### config.mk
export PLATFORM = sky130hd
export DESIGN_NAME = regfile_sb_flat
export DESIGN_NICKNAME = d
export VERILOG_FILES = /design/src/rtl/regfile_sb_if.sv /design/src/rtl/regfile_sb.sv /design/src/flat_wrapper.sv
export SDC_FILE = /design/constraint.sdc
export NUM_CORES = 2
export LEC_CHECK = 0
export ABC_AREA = 1
export CAP_MARGIN = 20
export CORE_MARGIN = 3
export CORE_UTILIZATION = 50
export CTS_BUF_LIST = sky130_fd_sc_hd__clkbuf_2
export CTS_CLUSTER_SIZE = 16
export DETAILED_ROUTE_END_ITERATION = 7
export PLACE_DENSITY = 0.69
export SYNTH_ARGS = -nofsm -noshare
export SYNTH_HDL_FRONTEND = slang
export SYNTH_SLANG_ARGS = --single-unit
### constraint.sdc
create_clock -name clk -period 3 [get_ports clk]
set_clock_uncertainty 0.1 [all_clocks]
set_input_delay 0.6 -clock clk [delete_from_list [all_inputs] [get_ports clk]]
set_output_delay 0.6 -clock clk [all_outputs]
set_load 0.02 [all_outputs]
### src/rtl/regfile_sb_if.sv
// Register file bus for regfile_sb: read ports, destination claim and write-back.
//
// Signalling: every request (rd_en, claim_en, we) is a single-cycle strobe that
// is sampled on the rising clock edge and always accepted; there is no ready or
// backpressure. The regfile reports back through registered outputs: rdata/rbusy
// update on the edge that samples rd_en, and pend_cnt/claim_err on the edge that
// applies a claim or write.
interface regfile_sb_if #(
  parameter int DATA_W   = 32,
  parameter int ADDR_W   = 5,
  parameter int NUM_REGS = 32
);
  localparam int CNT_W = $clog2(NUM_REGS + 1);

  logic              rd_en;
  logic [ADDR_W-1:0] raddr1;
  logic [ADDR_W-1:0] raddr2;
  logic [DATA_W-1:0] rdata1;
  logic [DATA_W-1:0] rdata2;
  logic              rbusy1;
  logic              rbusy2;
  logic              claim_en;
  logic [ADDR_W-1:0] claim_addr;
  logic              we;
  logic [ADDR_W-1:0] waddr;
  logic [DATA_W-1:0] wdata;
  logic [CNT_W-1:0]  pend_cnt;
  logic              claim_err;

  // Control side (CPU datapath FSM)
  modport master (
    output rd_en, raddr1, raddr2, claim_en, claim_addr, we, waddr, wdata,
    input  rdata1, rdata2, rbusy1, rbusy2, pend_cnt, claim_err
  );

  // Register file side
  modport slave (
    input  rd_en, raddr1, raddr2, claim_en, claim_addr, we, waddr, wdata,
    output rdata1, rdata2, rbusy1, rbusy2, pend_cnt, claim_err
  );
endinterface

### src/rtl/regfile_sb.sv
// Register file with two registered read ports and a per-register pending-write
// scoreboard. A claim marks a destination pending at issue; write-back clears it.
// Read ports return the captured source's pending flag so control can stall in ID.
//
// Optional feature macro: REGFILE_BYPASS_EN -- when defined, a read and a write to
// the same valid, non-zero address on the same edge forward the write data (and a
// cleared busy, unless that edge also claims the address). When undefined, reads
// capture the pre-edge register value and pending bit.
module regfile_sb #(
  parameter int DATA_W   = 32,
  parameter int ADDR_W   = 5,
  parameter int NUM_REGS = 32,
  parameter int ZERO_REG = 1
) (
  input  logic           clk,
  input  logic           rst,
  regfile_sb_if.slave    bus
);
  localparam int CNT_W = $clog2(NUM_REGS + 1);
  localparam logic [ADDR_W:0] ADDR_LIMIT = (ADDR_W + 1)'(NUM_REGS);

  logic [DATA_W-1:0]   regs_q [NUM_REGS];
  logic [NUM_REGS-1:0] pend_q, pend_d;
  logic [CNT_W-1:0]    pend_cnt_q, pend_cnt_d;
  logic                claim_err_q, claim_err_d;
  logic [DATA_W-1:0]   rdata1_q, rdata1_d, rdata2_q, rdata2_d;
  logic                rbusy1_q, rbusy1_d, rbusy2_q, rbusy2_d;

  logic wr_ok, cl_ok, same_wc, cl_was_pend, wr_was_pend;

  // Addresses at or above NUM_REGS are out of range and never match a register.
  function automatic logic in_range(input logic [ADDR_W-1:0] a);
    return {1'b0, a} < ADDR_LIMIT;
  endfunction

  // Mux a register value; out-of-range addresses read 0.
  function automatic logic [DATA_W-1:0] sel_data(input logic [ADDR_W-1:0] a);
    logic [DATA_W-1:0] v;
    v = '0;
    for (int i = 0; i < NUM_REGS; i++)
      if (a == ADDR_W'(i)) v = regs_q[i];
    return v;
  endfunction

  // Mux a pending bit; out-of-range addresses are never pending.
  function automatic logic sel_pend(input logic [ADDR_W-1:0] a);
    logic v;
    v = 1'b0;
    for (int i = 0; i < NUM_REGS; i++)
      if (a == ADDR_W'(i)) v = pend_q[i];
    return v;
  endfunction

  // Qualify write and claim: range check, and register 0 is immutable when hardwired.
  always_comb begin
    wr_ok       = bus.we && in_range(bus.waddr) &&
                  !(ZERO_REG == 1 && bus.waddr == '0);
    cl_ok       = bus.claim_en && in_range(bus.claim_addr) &&
                  !(ZERO_REG == 1 && bus.claim_addr == '0);
    same_wc     = wr_ok && cl_ok && (bus.waddr == bus.claim_addr);
    cl_was_pend = sel_pend(bus.claim_addr);
    wr_was_pend = sel_pend(bus.waddr);
  end

  // Scoreboard next state: write clears, claim sets, so a same-address claim wins.
  always_comb begin
    pend_d = pend_q;
    for (int i = 0; i < NUM_REGS; i++) begin
      if (wr_ok && bus.waddr == ADDR_W'(i))      pend_d[i] = 1'b0;
      if (cl_ok && bus.claim_addr == ADDR_W'(i)) pend_d[i] = 1'b1;
    end
    // Count tracks the popcount: +1 when a claim ends with a newly set bit,
    // -1 when a write clears a previously set bit.
    pend_cnt_d = pend_cnt_q
               + CNT_W'(cl_ok && (!cl_was_pend || same_wc))
               - CNT_W'(wr_ok && wr_was_pend);
    // Re-claiming a register that this edge does not release is a hazard error.
    claim_err_d = claim_err_q || (cl_ok && cl_was_pend && !same_wc);
  end

  // Read capture values, with optional same-edge write forwarding.
  always_comb begin
    rdata1_d = sel_data(bus.raddr1);
    rbusy1_d = sel_pend(bus.raddr1);
    rdata2_d = sel_data(bus.raddr2);
    rbusy2_d = sel_pend(bus.raddr2);
`ifdef REGFILE_BYPASS_EN
    if (wr_ok && bus.raddr1 == bus.waddr && bus.raddr1 != '0) begin
      rdata1_d = bus.wdata;
      rbusy1_d = cl_ok && (bus.claim_addr == bus.raddr1);
    end
    if (wr_ok && bus.raddr2 == bus.waddr && bus.raddr2 != '0) begin
      rdata2_d = bus.wdata;
      rbusy2_d = cl_ok && (bus.claim_addr == bus.raddr2);
    end
`endif
  end

  // Register array write-back.
  always_ff @(posedge clk or negedge rst) begin
    if (!rst) begin
      for (int i = 0; i < NUM_REGS; i++) regs_q[i] <= '0;
    end else if (wr_ok) begin
      for (int i = 0; i < NUM_REGS; i++)
        if (bus.waddr == ADDR_W'(i)) regs_q[i] <= bus.wdata;
    end
  end

  // Scoreboard, counter, sticky error and read-port capture.
  always_ff @(posedge clk or negedge rst) begin
    if (!rst) begin
      pend_q      <= '0;
      pend_cnt_q  <= '0;
      claim_err_q <= 1'b0;
      rdata1_q    <= '0;
      rdata2_q    <= '0;
      rbusy1_q    <= 1'b0;
      rbusy2_q    <= 1'b0;
    end else begin
      pend_q      <= pend_d;
      pend_cnt_q  <= pend_cnt_d;
      claim_err_q <= claim_err_d;
      if (bus.rd_en) begin
        rdata1_q <= rdata1_d;
        rdata2_q <= rdata2_d;
        rbusy1_q <= rbusy1_d;
        rbusy2_q <= rbusy2_d;
      end
    end
  end

  assign bus.rdata1    = rdata1_q;
  assign bus.rdata2    = rdata2_q;
  assign bus.rbusy1    = rbusy1_q;
  assign bus.rbusy2    = rbusy2_q;
  assign bus.pend_cnt  = pend_cnt_q;
  assign bus.claim_err = claim_err_q;
endmodule

### src/flat_wrapper.sv
// flat-port wrapper written by rule: the top's interface ports become plain ports
module regfile_sb_flat 
#(
  parameter int DATA_W   = 32,
  parameter int ADDR_W   = 5,
  parameter int NUM_REGS = 32,
  parameter int ZERO_REG = 1
)
  (clk, rst, bus_rd_en, bus_raddr1, bus_raddr2, bus_claim_en, bus_claim_addr, bus_we, bus_waddr, bus_wdata, bus_rdata1, bus_rdata2, bus_rbusy1, bus_rbusy2, bus_pend_cnt, bus_claim_err);
  regfile_sb_if #(.DATA_W(DATA_W), .ADDR_W(ADDR_W), .NUM_REGS(NUM_REGS)) bus_i ();
  input  logic clk;
  input  logic rst;
  input wire logic [$bits(bus_i.rd_en)-1:0] bus_rd_en;
  input wire logic [$bits(bus_i.raddr1)-1:0] bus_raddr1;
  input wire logic [$bits(bus_i.raddr2)-1:0] bus_raddr2;
  input wire logic [$bits(bus_i.claim_en)-1:0] bus_claim_en;
  input wire logic [$bits(bus_i.claim_addr)-1:0] bus_claim_addr;
  input wire logic [$bits(bus_i.we)-1:0] bus_we;
  input wire logic [$bits(bus_i.waddr)-1:0] bus_waddr;
  input wire logic [$bits(bus_i.wdata)-1:0] bus_wdata;
  output wire logic [$bits(bus_i.rdata1)-1:0] bus_rdata1;
  output wire logic [$bits(bus_i.rdata2)-1:0] bus_rdata2;
  output wire logic [$bits(bus_i.rbusy1)-1:0] bus_rbusy1;
  output wire logic [$bits(bus_i.rbusy2)-1:0] bus_rbusy2;
  output wire logic [$bits(bus_i.pend_cnt)-1:0] bus_pend_cnt;
  output wire logic [$bits(bus_i.claim_err)-1:0] bus_claim_err;
  assign bus_i.rd_en = bus_rd_en;
  assign bus_i.raddr1 = bus_raddr1;
  assign bus_i.raddr2 = bus_raddr2;
  assign bus_i.claim_en = bus_claim_en;
  assign bus_i.claim_addr = bus_claim_addr;
  assign bus_i.we = bus_we;
  assign bus_i.waddr = bus_waddr;
  assign bus_i.wdata = bus_wdata;
  assign bus_rdata1 = bus_i.rdata1;
  assign bus_rdata2 = bus_i.rdata2;
  assign bus_rbusy1 = bus_i.rbusy1;
  assign bus_rbusy2 = bus_i.rbusy2;
  assign bus_pend_cnt = bus_i.pend_cnt;
  assign bus_claim_err = bus_i.claim_err;
  regfile_sb #(.DATA_W(DATA_W), .ADDR_W(ADDR_W), .NUM_REGS(NUM_REGS), .ZERO_REG(ZERO_REG)) u_core (.clk(clk), .rst(rst), .bus(bus_i));
endmodule
==> impl_metrics.env <==
export IMPL_cts_buffers=316
export IMPL_ant_nets=0
export IMPL_async_flop_share=1.00
export IMPL_critPathTopFamily="simple AND/OR/NAND/NOR gates"
export IMPL_relSlewSlack=0.194
export IMPL_initial_core_util=0.506
export IMPL_cp_arrival_ns=5.10
export IMPL_synthesis_nets=8374
export IMPL_htreeDepth=5
export IMPL_grt_pass1_wl_um=369000
export IMPL_grt_pass1_vias=60818
export IMPL_grt_setup_unrepaired="yes"
export IMPL_critPathCaptureType="register"
export IMPL_synthCells=8310
export IMPL_grt_max_degree=95
export IMPL_ys_types=37
export IMPL_rows=125
export IMPL_area_growth_syn_to_layout_pct=25.2
export IMPL_max_stage_delay_ns=0.43
export IMPL_layout_common_cells="2,601 x nand2_1, 1,108 x dfrtp_1, 898 x o21ai_0"
export IMPL_hold_class="input port to register"
export IMPL_antenna_found_initial=11
export IMPL_crit_type="register to register"
export IMPL_clock_latency_ns=1.76
export IMPL_slowest_stage="dfrtp_1"
export IMPL_met2_usage=0.588
export IMPL_ir_drop_v=0.000387
export IMPL_io_buffers=129
export IMPL_maxCapViolations=0
export IMPL_wl_per_cell_um=22.5
export IMPL_drc=0
export IMPL_worstSetupStartpointType="register"
export IMPL_clk_pin_slew_worst_paths_ns=0.12
export IMPL_critical_path_max_fanout=2
export IMPL_nFillCells=10376
export IMPL_nNetsFinal=9293
export IMPL_overflow=0
export IMPL_p_total_uw=41300
export IMPL_gp_congestion=0.983
export IMPL_fin_hold_ws_ns=0.172
export IMPL_ys_warn_count=0
export IMPL_drtIter0Drc=8299
export IMPL_io_pins=130
export IMPL_dp_cells=10295
export IMPL_clockBufferDepth=4
export IMPL_seq_area_um2=28300
export IMPL_cts_sinks=1129
export IMPL_worst_slack_ns=-0.630
export IMPL_dp_hpwl_um=180000
export IMPL_drv_slew=0
export IMPL_synth_area_um2=59100
export IMPL_min_period_ns=3.63
export IMPL_core_area_um2=117000
export IMPL_die_area_um2=122000
export IMPL_chipHeight_um=350
export IMPL_final_common_cell="nand2_1"
export IMPL_p_per_area_nw_per_um2=558
export IMPL_crit_chain="buf_6, nand4_1, nand4_1, nor2_1, nand4_1, nand2_1, nand4_1, nand2_1, nand4_1, nand2_1, nand4_1, nand2_1, nand3_2, nand2_2, nand4_1, nand2_1, nand4_1, a21oi_2, buf_6, ha_4, inv_4, fa_2, o21ai_2, xor2_1"
export IMPL_root_buffer="clkbuf_2"
export IMPL_dieWidth_um=350
export IMPL_required_ns=4.47
export IMPL_routed_wirelength_um=246000
export IMPL_via_per_inst=5.79
export IMPL_synth_flop_cell="dfrtp_1"
export IMPL_status="finished, violations left"
export IMPL_violations="negative setup slack"
export IMPL_num_vias=63422
export IMPL_cp_buffers_inverters=3
export IMPL_syn_avg_cell_area_um2=7.11
export IMPL_synth_seq_area_share=0.478
export IMPL_cts_tree="built"
export IMPL_setup_violations=26
export IMPL_drt_pass1_iterations=7
export IMPL_multiInputGateArea_um2=26300
export IMPL_timing_hold_violations_final=0
export IMPL_busiest_layer="met2"
export IMPL_synth_edff_count=0
export IMPL_ys_seq_elements=1129
export IMPL_fin_crit_sh=1.21
export IMPL_p_leak_uw=0.0355
export IMPL_grt_use_total=0.401
export IMPL_fin_cells=10958
export IMPL_path_common_cell="nand4_1"
export IMPL_use_met1=0.536
export IMPL_gr_usage_met3=0.128
export IMPL_worst_slew_pin_slew_ns=1.21
export IMPL_fmaxAchievable_mhz=276
export IMPL_drive_gt1_frac=0.194
synth_stat cells, types with 7 or more instances:
library cell	instances	area share
nand4_1	527	0.056
a21oi_1	332	0.028
buf_2	50	0.0042
inv_2	22	0.0014
nor2_2	9	0.00095
nor3_1	46	0.0039
o21a_1	94	0.012
nand3_1	173	0.015
buf_4	7	0.00089
dfrtp_1	1129	0.48
nand2_1	2656	0.17
nor2_1	978	0.062
clkbuf_1	491	0.031
buf_1	43	0.0027
clkinv_1	14	0.00089
o21ai_0	899	0.076
or2_2	20	0.0021
inv_1	773	0.049
final timing paths:
kind	slack, ns	start	endpoint	depth (start not counted)
min in group asynchronous	0.43	rst	u_core.regs_q[103]	5
min reg2reg	0.31	u_core.regs_q[1010]	u_core.regs_q[1010]	0
max reg2reg	-0.63	u_core.pend_q[0]	u_core.bus.pend_cnt[4]	24
max in group asynchronous	1.33	rst	u_core.regs_q[734]	6
min	0.17	bus_wdata[6]	u_core.regs_q[38]	5
max	-0.63	u_core.pend_q[0]	u_core.bus.pend_cnt[4]	24
stage by stage:
stage	setup TNS [ns]	instance area [um2]	util	setup WS, ns
final	-4.48	74000	0.634	-0.630
after global routing	-12.01	74000	0.634	-0.809
after CTS	-11.92	73300	0.628	-0.533
after detailed placement	-146.71	69400	0.595	-1.74
after global placement	-136.30	69400	0.595	-1.69
after floorplan	-1.55	59200	-	-0.395
final cells by class:
cell class	count	share of cell area
antenna	4	0.000135
clock buffer	472	0.0319
inverter	809	0.0412
timing repair buffer	1192	0.160
sequential	1129	0.382
clock inverter	47	0.00276
multi-input combinational	5781	0.356
tap	1524	0.0258
timing repair:
item | CTS | global route
setup buffers | 26 | 27
hold endpoints to repair | 2220 | 0
endpoints found under the setup margin | 84 | 114
hold buffers | 88 | 0
cloned | 0 | 0
resized for setup | 478 | 149
pin swaps | 8 | 74
state kept, by name, indices dropped and copies added, names as in the netlist:
register,cells
u_core.bus.rdata2,32
u_core.bus.rdata1,32
u_core.regs_q,1024
u_core.bus.rbusy1,1
u_core.pend_q,32
u_core.bus.rbusy2,1
u_core.bus.claim_err,1
u_core.bus.pend_cnt,6
metal layers:
metal	vias up	share of wire	wire, um
li1	28497	-	-
met1	29949	0.39	95100
met5	-	0.00063	155
met3	785	0.14	33300
met4	14	0.049	12000
met2	4177	0.43	106000
kinds of logic after synthesis:
family / count (synthesis) / synth area share
simple gates: 4424 / 0.310
xor+xnor: 7 / 0.00104
compound gates: 1343 / 0.119
buf+inv: 1400 / 0.0904
fa+ha+maj: 7 / 0.00161
flops: 1129 / 0.478
report_power, final:
group	switching [uW]	internal, uW
Clock	6770	4180
Combinational	5600	3710
Sequential	2490	18500
tightest hold or removal path, cell delays in order:
cell             delay, ns
dlygate4sd3_1         0.54
clkdlybuf4s50_1       0.44
buf_4                 0.24
nand2_1               0.10
o21ai_0               0.07
(Power assumes the default switching activity.)
